### config.mk
export PLATFORM = sky130hd
export DESIGN_NAME = serial_wb_mcu
export DESIGN_NICKNAME = d
export VERILOG_FILES = /design/src/rtl/serial_wb_mcu.sv
export SDC_FILE = /design/constraint.sdc
export NUM_CORES = 1
export LEC_CHECK = 0
export BUFFER_PORTS_ARGS = -buffer_cell sky130_fd_sc_hd__buf_2
export CELL_PAD_IN_SITES_DETAIL_PLACEMENT = 1
export CELL_PAD_IN_SITES_GLOBAL_PLACEMENT = 2
export CORE_MARGIN = 1.5
export CORE_UTILIZATION = 41
export CTS_CLUSTER_SIZE = 24
export DETAILED_ROUTE_END_ITERATION = 8
export MAX_ROUTING_LAYER = met4
export PLACE_DENSITY = 0.9
export SYNTH_ARGS = -nofsm -noshare
export SYNTH_HDL_FRONTEND = slang
export SYNTH_SLANG_ARGS = --single-unit
export TNS_END_PERCENT = 30
### constraint.sdc
create_clock -name clk_i -period 6.45 [get_ports clk_i]
set_clock_uncertainty 0.05 [all_clocks]
set_input_delay 1.29 -clock clk_i [delete_from_list [all_inputs] [get_ports clk_i]]
set_output_delay 1.29 -clock clk_i [all_outputs]
set_load 0.1 [all_outputs]
### src/rtl/serial_wb_mcu.sv
// serial_wb_mcu
//   Tiny 8-bit controller for the serial Wishbone logic-analyzer front end.
//   Executes 16-bit instructions fetched from a 512-word synchronous program
//   memory (one clock read latency). It has a 16x8 register file, Z/C flags,
//   two registered output ports with one-cycle write strobes and one input port.
//
//   Optional feature macro: SERIAL_WB_MCU_PORT1_EN
//     defined     : "out" with d=1 drives port1_o / strobe1_o
//     not defined : port1_o and strobe1_o are tied to 0, "out" with d=1 is a nop
//
// Ports
//   clk_i      in   1   clock, rising edge
//   rst_ni     in   1   asynchronous active-low reset
//   pm_addr_o  out  9   program memory word address (combinational next-PC)
//   pm_insn_i  in   16  program memory data for the previous cycle's pm_addr_o
//   port0_o    out  8   output port 0 (registered)
//   strobe0_o  out  1   one-cycle pulse after port0_o is written
//   port1_o    out  8   output port 1 (registered)
//   strobe1_o  out  1   one-cycle pulse after port1_o is written
//   port2_i    in   8   input port 2
//
// Instruction fields: op=[15:12] d=[11:8] a=[7:4] b=[3:0] imm=[7:0]
//                     cond=[11:9] tgt=[8:0]
module serial_wb_mcu #(
    parameter logic [8:0] RESET_PC = 9'h000
) (
    input  logic        clk_i,
    input  logic        rst_ni,
    output logic [8:0]  pm_addr_o,
    input  logic [15:0] pm_insn_i,
    output logic [7:0]  port0_o,
    output logic        strobe0_o,
    output logic [7:0]  port1_o,
    output logic        strobe1_o,
    input  logic [7:0]  port2_i
);

    typedef enum logic [1:0] {
        ST_BUBBLE = 2'd0,  // first cycle after reset, fetch of RESET_PC in flight
        ST_EXEC   = 2'd1,  // pm_insn_i is the instruction at pc
        ST_LDDATA = 2'd2   // pm_insn_i is the data word requested by ld
    } state_t;

    state_t      state_q, state_d;
    logic [8:0]  pc_q, pc_d;
    logic [7:0]  regs_q [16];
    logic [7:0]  regs_d [16];
    logic        z_q, z_d;
    logic        c_q, c_d;
    logic [7:0]  port0_q, port0_d;
    logic        strobe0_q, strobe0_d;
    logic [3:0]  ld_rd_q, ld_rd_d;
    logic        ld_lo_q, ld_lo_d;

`ifdef SERIAL_WB_MCU_PORT1_EN
    logic [7:0]  port1_q, port1_d;
    logic        strobe1_q, strobe1_d;
`endif

    logic [3:0]  op;
    logic [3:0]  rd;
    logic [7:0]  ra_val;
    logic [7:0]  rb_val;
    logic [8:0]  pc_inc;
    logic [8:0]  sum;
    logic [7:0]  res;
    logic        taken;
    logic [8:0]  pm_addr;

    assign op     = pm_insn_i[15:12];
    assign rd     = pm_insn_i[11:8];
    assign ra_val = regs_q[pm_insn_i[7:4]];
    assign rb_val = regs_q[pm_insn_i[3:0]];
    assign pc_inc = pc_q + 9'd1;  // wraps 1FF -> 000

    always_comb begin
        state_d   = state_q;
        pc_d      = pc_q;
        regs_d    = regs_q;
        z_d       = z_q;
        c_d       = c_q;
        port0_d   = port0_q;
        strobe0_d = 1'b0;
        ld_rd_d   = ld_rd_q;
        ld_lo_d   = ld_lo_q;
`ifdef SERIAL_WB_MCU_PORT1_EN
        port1_d   = port1_q;
        strobe1_d = 1'b0;
`endif
        pm_addr   = pc_inc;
        sum       = 9'd0;
        res       = 8'd0;
        taken     = 1'b0;

        case (state_q)
            ST_BUBBLE: begin
                pm_addr = RESET_PC;
                pc_d    = RESET_PC;
                state_d = ST_EXEC;
            end

            ST_EXEC: begin
                pc_d = pc_inc;
                case (op)
                    4'h0: begin
                        sum        = {1'b0, ra_val} + {1'b0, rb_val};
                        regs_d[rd] = sum[7:0];
                        c_d        = sum[8];
                        z_d        = (sum[7:0] == 8'd0);
                    end
                    4'h1, 4'h2, 4'h3: begin
                        if (op == 4'h1)      res = ra_val ^ rb_val;
                        else if (op == 4'h2) res = ra_val & rb_val;
                        else                 res = ra_val | rb_val;
                        regs_d[rd] = res;
                        c_d        = 1'b0;
                        z_d        = (res == 8'd0);
                    end
                    4'h4: regs_d[rd] = pm_insn_i[7:0];
                    4'h5: regs_d[rd] = port2_i;
                    4'h6: begin
                        // Data window is the top of PM (0x180-0x1FF); each word
                        // holds two bytes, ra[0] selects the byte next cycle.
                        pm_addr = {2'b11, ra_val[7:1]};
                        pc_d    = pc_q;
                        ld_rd_d = rd;
                        ld_lo_d = ra_val[0];
                        state_d = ST_LDDATA;
                    end
                    4'h7: regs_d[rd] = {ra_val[3:0], ra_val[7:4]};
                    4'h8: begin
                        case (pm_insn_i[11:9])
                            3'b000:  taken = 1'b1;
                            3'b001:  taken = z_q;
                            3'b010:  taken = ~z_q;
                            3'b011:  taken = c_q;
                            3'b100:  taken = ~c_q;
                            default: taken = 1'b0;
                        endcase
                        // Target goes straight onto the PM address so a taken
                        // jump costs no extra cycle.
                        if (taken) begin
                            pm_addr = pm_insn_i[8:0];
                            pc_d    = pm_insn_i[8:0];
                        end
                    end
                    4'h9: begin
                        if (rd == 4'd0) begin
                            port0_d   = ra_val;
                            strobe0_d = 1'b1;
                        end
`ifdef SERIAL_WB_MCU_PORT1_EN
                        if (rd == 4'd1) begin
                            port1_d   = ra_val;
                            strobe1_d = 1'b1;
                        end
`endif
                    end
                    default: ;
                endcase
            end

            ST_LDDATA: begin
                regs_d[ld_rd_q] = ld_lo_q ? pm_insn_i[7:0] : pm_insn_i[15:8];
                pm_addr         = pc_inc;
                pc_d            = pc_inc;
                state_d         = ST_EXEC;
            end

            default: begin
                pm_addr = RESET_PC;
                pc_d    = RESET_PC;
                state_d = ST_BUBBLE;
            end
        endcase
    end

    always_ff @(posedge clk_i or negedge rst_ni) begin
        if (!rst_ni) begin
            state_q   <= ST_BUBBLE;
            pc_q      <= RESET_PC;
            for (int i = 0; i < 16; i++) regs_q[i] <= 8'd0;
            z_q       <= 1'b0;
            c_q       <= 1'b0;
            port0_q   <= 8'd0;
            strobe0_q <= 1'b0;
            ld_rd_q   <= 4'd0;
            ld_lo_q   <= 1'b0;
`ifdef SERIAL_WB_MCU_PORT1_EN
            port1_q   <= 8'd0;
            strobe1_q <= 1'b0;
`endif
        end else begin
            state_q   <= state_d;
            pc_q      <= pc_d;
            regs_q    <= regs_d;
            z_q       <= z_d;
            c_q       <= c_d;
            port0_q   <= port0_d;
            strobe0_q <= strobe0_d;
            ld_rd_q   <= ld_rd_d;
            ld_lo_q   <= ld_lo_d;
`ifdef SERIAL_WB_MCU_PORT1_EN
            port1_q   <= port1_d;
            strobe1_q <= strobe1_d;
`endif
        end
    end

    assign pm_addr_o = pm_addr;
    assign port0_o   = port0_q;
    assign strobe0_o = strobe0_q;
`ifdef SERIAL_WB_MCU_PORT1_EN
    assign port1_o   = port1_q;
    assign strobe1_o = strobe1_q;
`else
    assign port1_o   = 8'd0;
    assign strobe1_o = 1'b0;
`endif

endmodule

==> results.cfg, run 1 <==
[timing]
fmax_mhz = 173
setup_tns_ns = 0
relSlewSlack = 0.100
setup_viol = 0
rsz0062_at_grt = false
slew_violations = 0
hold_slack_ns = 0.432
hold_violations = 0
min_period_ns = 5.80
fin_crit_sh = 0.899
worst_pin_slew_ns = 1.35

[logic_synthesis]
synth_async_sr_flop_share = 1.00
synth_area_leaders = dfrtp_1 21%, o21ai_0 10%, mux4_2 8.9%, a21oi_1 6.4%, nor2_1 5.1%
synth_top_area_frac = 0.212
synth_cells = 2459
synth_warnings = 0
yosysUniqueCellTypes = 101
ys_ff_latch = 155
netlist_area_sq_um = 18300
synthTopCellsByCount = 370 x o21ai_0, 248 x nor2_1, 234 x a21oi_1, 195 x nand2_1, 191 x clkbuf_1
yosysSeqAreaShare = 0.212
synth_most_common_cell = o21ai_0
synth-edff-count = 0
synth_area_leader_cell = dfrtp_1
syn_area_per_cell_sq_um = 7.44
synthFlopType = dfrtp_1

[placement]
port_buffers = 43
dpl_cell_area_sq_um = 18900
dp.cells = 2905
gp_congestion = 1.03
hpwl_um = 70600

[setup_path]
cp_max_fo = 40
cp_top_family = buffers and inverters
max_stage_delay_ns = 0.62
cpMostUsedCell = buf_4
crit_buf_inv = 5
cp.required_ns = 5.11
start_kind = primary input
path_cells = buf_4 -> buf_4 -> mux4_2 -> a221oi_4 -> inv_2 -> buf_4 -> o21ai_1 -> a221oi_1 -> o21a_1 -> buf_2
arrival_ns = 4.46
cp_slowest_cell = a221oi_4
end_kind = output pin
criticalPathCategory = primary input to output pin

[cells_and_area]
stdcell_count = 2942
drive_gt1_frac = 0.145
nets = 2381
area.growth.synth_to_final_pct = 6.67
final_area_sq_um = 19500

[clocking]
cts_resized = 0
cts_buffers = 17
cts_sinks = 155
cts_root_buffer = clkbuf_16
clk_path_buf_depth = 2
htree_levels = 4
hold_buffers = 0
cts_tree = done
clk_pin_slew_ns = 0.07
post_cts_buffers = 0
clk_latency_ns = 0.53

[global_route]
grt_max_degree = 116
first_global_vias = 22400
antenna_found_initial = 3
grt_usage = 0.464
grt_pass1_wl_um = 154000
gr-total-overflow = 0

[run]
drv_cap = 0

[detailed_routing]
avgViaCountPerCell = 7.87
ant_nets = 0
drc_errors = 0
num_vias = 23100
drtPass1Iterations = 6
dr.first_iter.drc_count = 3638
wl_um = 105000
wl_per_cell_um = 35.8

[pwr]
peakVddDrop_mv = 0.389
powerDensity_nw_per_um2 = 427
total_power_mw = 8.34
leakage_nw = 7.19

[floorplan]
dieArea_sq_um = 45900
coreArea_sq_um = 44100
die_w_um = 214
row_count = 77
initial_core_util = 0.415
die_h_um = 214
ios = 53

[min_path]
hold_path_class = register to register

[status]
outcome = finished clean
routing by layer:
| metal | global-route usage | vias up | routed length, um |
|---|---|---|---|
| met1 | 0.593 | 11500 | 39900 |
| li1 | - | 9151 | - |
| met4 | 0.284 | 0 | 7390 |
| met3 | 0.152 | 487 | 15300 |
| met2 | 0.629 | 1959 | 42900 |
| met5 | - | - | 0 |
worst min-delay path: cells and delay by family, from the launching register on:
family,cells,cell delay [ns]
DFF,1,0.34
and+or+nand+nor,1,0.05
AOI/OAI and AO/OA,1,0.06
cell families (layout without fill, tap and decap cells):
logic type / count (synthesis) / count (layout) / share of synthesized area
buffers and inverters: 341 / 219 / 0.0825
muxes: 96 / 96 / 0.103
adders and majority gates: 23 / 23 / 0.0161
other: 1 / 14 / 0.000205
xor gates and xnor gates: 14 / 14 / 0.00670
and+or+nand+nor: 701 / 701 / 0.186
AOI/OAI and AO/OA: 1128 / 1128 / 0.394
DFF: 155 / 155 / 0.212
worst paths after layout:
kind / from / end / slack, ns / depth (start not counted)
max in group asynchronous: rst_ni / regs_q[101] / 4.28 / 2
setup reg to reg: state_q[1] / regs_q[30] / 1.93 / 9
min in group asynchronous: rst_ni / port0_o[6] / 0.69 / 1
hold / removal: port0_o[1] / port0_o[1] / 0.43 / 2
hold reg to reg: port0_o[1] / port0_o[1] / 0.43 / 2
setup / recovery: pm_insn_i[4] / pm_addr_o[5] / 0.65 / 10
flip-flops by register name (all words and copies together) (netlist names):
signal and count:
regs_q 128, pc_q 9, c_q 1, state_q 2, strobe0_o 1, ld_lo_q 1
ld_rd_q 4, port0_o 8, z_q 1
where the power goes:
part | internal (mW) | switching (mW) | total (mW)
Combinational | 1.56 | 3.42 | 4.98
Clock | 0.666 | 0.535 | 1.20
Sequential | 1.36 | 0.799 | 2.16
Total | 3.59 | 4.76 | 8.34
placed cells by master (no fill, tap or decap), types with 41 or more instances in the layout:
master	instances
o21ai_0	369
nor2_1	244
a21oi_1	233
nand2_1	194
dfrtp_1	155
buf_4	102
o211ai_1	78
mux4_2	72
a31oi_1	70
nand3_1	67
a221oi_1	55
o221ai_1	44
buf_2	41
per-stage QoR:
stage / util / setup slack [ns]
after floorplan: - / 0.259
after global placement: 0.428 / 0.745
after detailed placement: 0.428 / 0.677
after CTS: 0.442 / 0.710
after global routing: 0.442 / 0.553
final: 0.442 / 0.654
area by class of cell:
| class | instances | area (sq um) |
|---|---|---|
| antenna | 5 | 12.5 |
| clock buffer | 21 | 460 |
| clock inverter | 11 | 168 |
| fill | 5514 | 24600 |
| inverter | 40 | 150 |
| multi-input combinational | 1971 | 13100 |
| sequential | 155 | 3880 |
| tap | 592 | 741 |
| timing repair buffer | 147 | 1040 |
Note: power is estimated with default switching activity, not from simulation.
==> run 2, diff against run 1 <==
- CORE_UTILIZATION: 41 -> 38
- PLACE_DENSITY: 0.9 -> 0.85
- clock period: 6.45 -> 5.5 ns (I/O delays scaled with it)
==> results.cfg, run 2 (synthesis results as in run 1) <==
[setup_path]
cp_max_fo = 17
cp.required_ns = 4.35
r2r_end = regs_q[95]
end_kind = output pin
rr_worst_depth = 10
r2r-start = regs_q[122]
arrival_ns = 3.99
start_kind = primary input
rrSetupSlack_ns = 1.11
criticalPathCategory = primary input to output pin

[clocking]
cts_buffers = 17
cts_resized = 0
clk_pin_slew_ns = 0.07
clk_latency_ns = 0.53
hold_buffers = 0
htree_levels = 4
clk_path_buf_depth = 2
cts_tree = done
post_cts_buffers = 0
cts_sinks = 155
cts_root_buffer = clkbuf_16

[min_path]
hold_depth = 2
hold_path_class = register to register
min_to = port0_o[3]
hold_start = port0_o[3]

[cells_and_area]
regMostFlops = regs_q
mostFrequentLayoutCells = 369 x o21ai_0, 245 x nor2_1, 233 x a21oi_1
final_area_sq_um = 19900
stdcell_count = 2990
nFillCells = 5839
area.growth.synth_to_final_pct = 8.71
nets = 2407
drive_gt1_frac = 0.152
largest_register_ff_count = 128
layout_commonest_cell = o21ai_0

[global_route]
grt_pass1_wl_um = 153000
grt_usage = 0.432
grt_max_degree = 116
gr-total-overflow = 0
antenna_found_initial = 4
first_global_vias = 22100

[detailed_routing]
dr.first_iter.drc_count = 3386
wl_per_cell_um = 35.2
drtPass1Iterations = 6
avgViaCountPerCell = 7.62
ant_nets = 0
wl_um = 105000
num_vias = 22800
drc_errors = 0

[status]
outcome = finished clean

[floorplan]
initial_core_util = 0.384
row_count = 80
ios = 53
die_w_um = 222
coreArea_sq_um = 47600
dieArea_sq_um = 49500
die_h_um = 222

[timing]
fin_crit_sh = 0.934
fmax_mhz = 195
setup_viol = 0
hold_slack_ns = 0.428
worst_pin_slew_ns = 1.25
hold_violations = 0
min_period_ns = 5.14
rsz0062_at_grt = false
slew_violations = 0
relSlewSlack = 0.169

[placement]
hpwl_um = 70800
gp_congestion = 1.04
port_buffers = 43
dp.cells = 2954
dpl_cell_area_sq_um = 19300

[run]
drv_cap = 0

[pwr]
leakage_nw = 7.37
powerDensity_nw_per_um2 = 500
peakVddDrop_mv = 0.429
-- run 2: layer usage --
metal	up-vias	GRT usage	wire length [um]
met3	478	0.118	13000
li1	9210	-	-
met5	-	-	0
met1	11400	0.549	40900
met2	1726	0.602	43900
met4	0	0.278	7490
-- run 2: through the flow --
step	worst slack, ns	util	setup TNS, ns	total power [mW]
after CTS	0.431	0.417	0	9.55
after global routing	0.335	0.417	0	10.1
after floorplan	-0.262	-	-0.262	5.43
final	0.362	0.417	0	9.95
after detailed placement	0.0501	0.404	0	8.15
after global placement	0.117	0.404	0	8.00
-- run 2: worst max path at each step --
stage | start | endpoint | slack, ns | cells after the start
2_1_floorplan | pm_insn_i[13] | pm_addr_o[1] | -0.26 | 8
3_3_place_gp | pm_insn_i[4] | regs_q[87] | 0.12 | 12
3_5_place_dp | pm_insn_i[4] | regs_q[87] | 0.05 | 12
4_1_cts | pm_insn_i[4] | pm_addr_o[0] | 0.43 | 10
5_1_grt | pm_insn_i[4] | pm_addr_o[0] | 0.33 | 10
6_report | pm_insn_i[4] | pm_addr_o[0] | 0.36 | 10
-- run 2: layout make-up --
cell class | count | area (sq um) | area share
Multi-Input combinational cell | 1971 | 13100 | 0.657
Sequential cell | 155 | 3880 | 0.195
Timing Repair Buffer | 173 | 1400 | 0.0701
Tap cell | 615 | 769 | 0.0387
Clock buffer | 24 | 472 | 0.0237
Inverter | 40 | 150 | 0.00755
Clock inverter | 8 | 140 | 0.00705
Antenna cell | 4 | 10.0 | 0.000503
-- run 2: worst max-delay path, stage by stage --
cell and delay (ns):
buf_4 0.32, buf_12 0.23, mux4_2 0.56, a22o_1 0.21, nor2_2 0.27, buf_4 0.45
nor2_1 0.11, a211o_1 0.29, o211a_1 0.12, buf_2 0.29
-- run 2: report_power, final --
part / internal [mW] / leakage [nW] / switching, mW / total (mW)
sequential: 1.60 / 1.92 / 0.788 / 2.39
clock: 0.780 / 0.302 / 0.610 / 1.39
combinational: 1.97 / 5.15 / 4.20 / 6.17
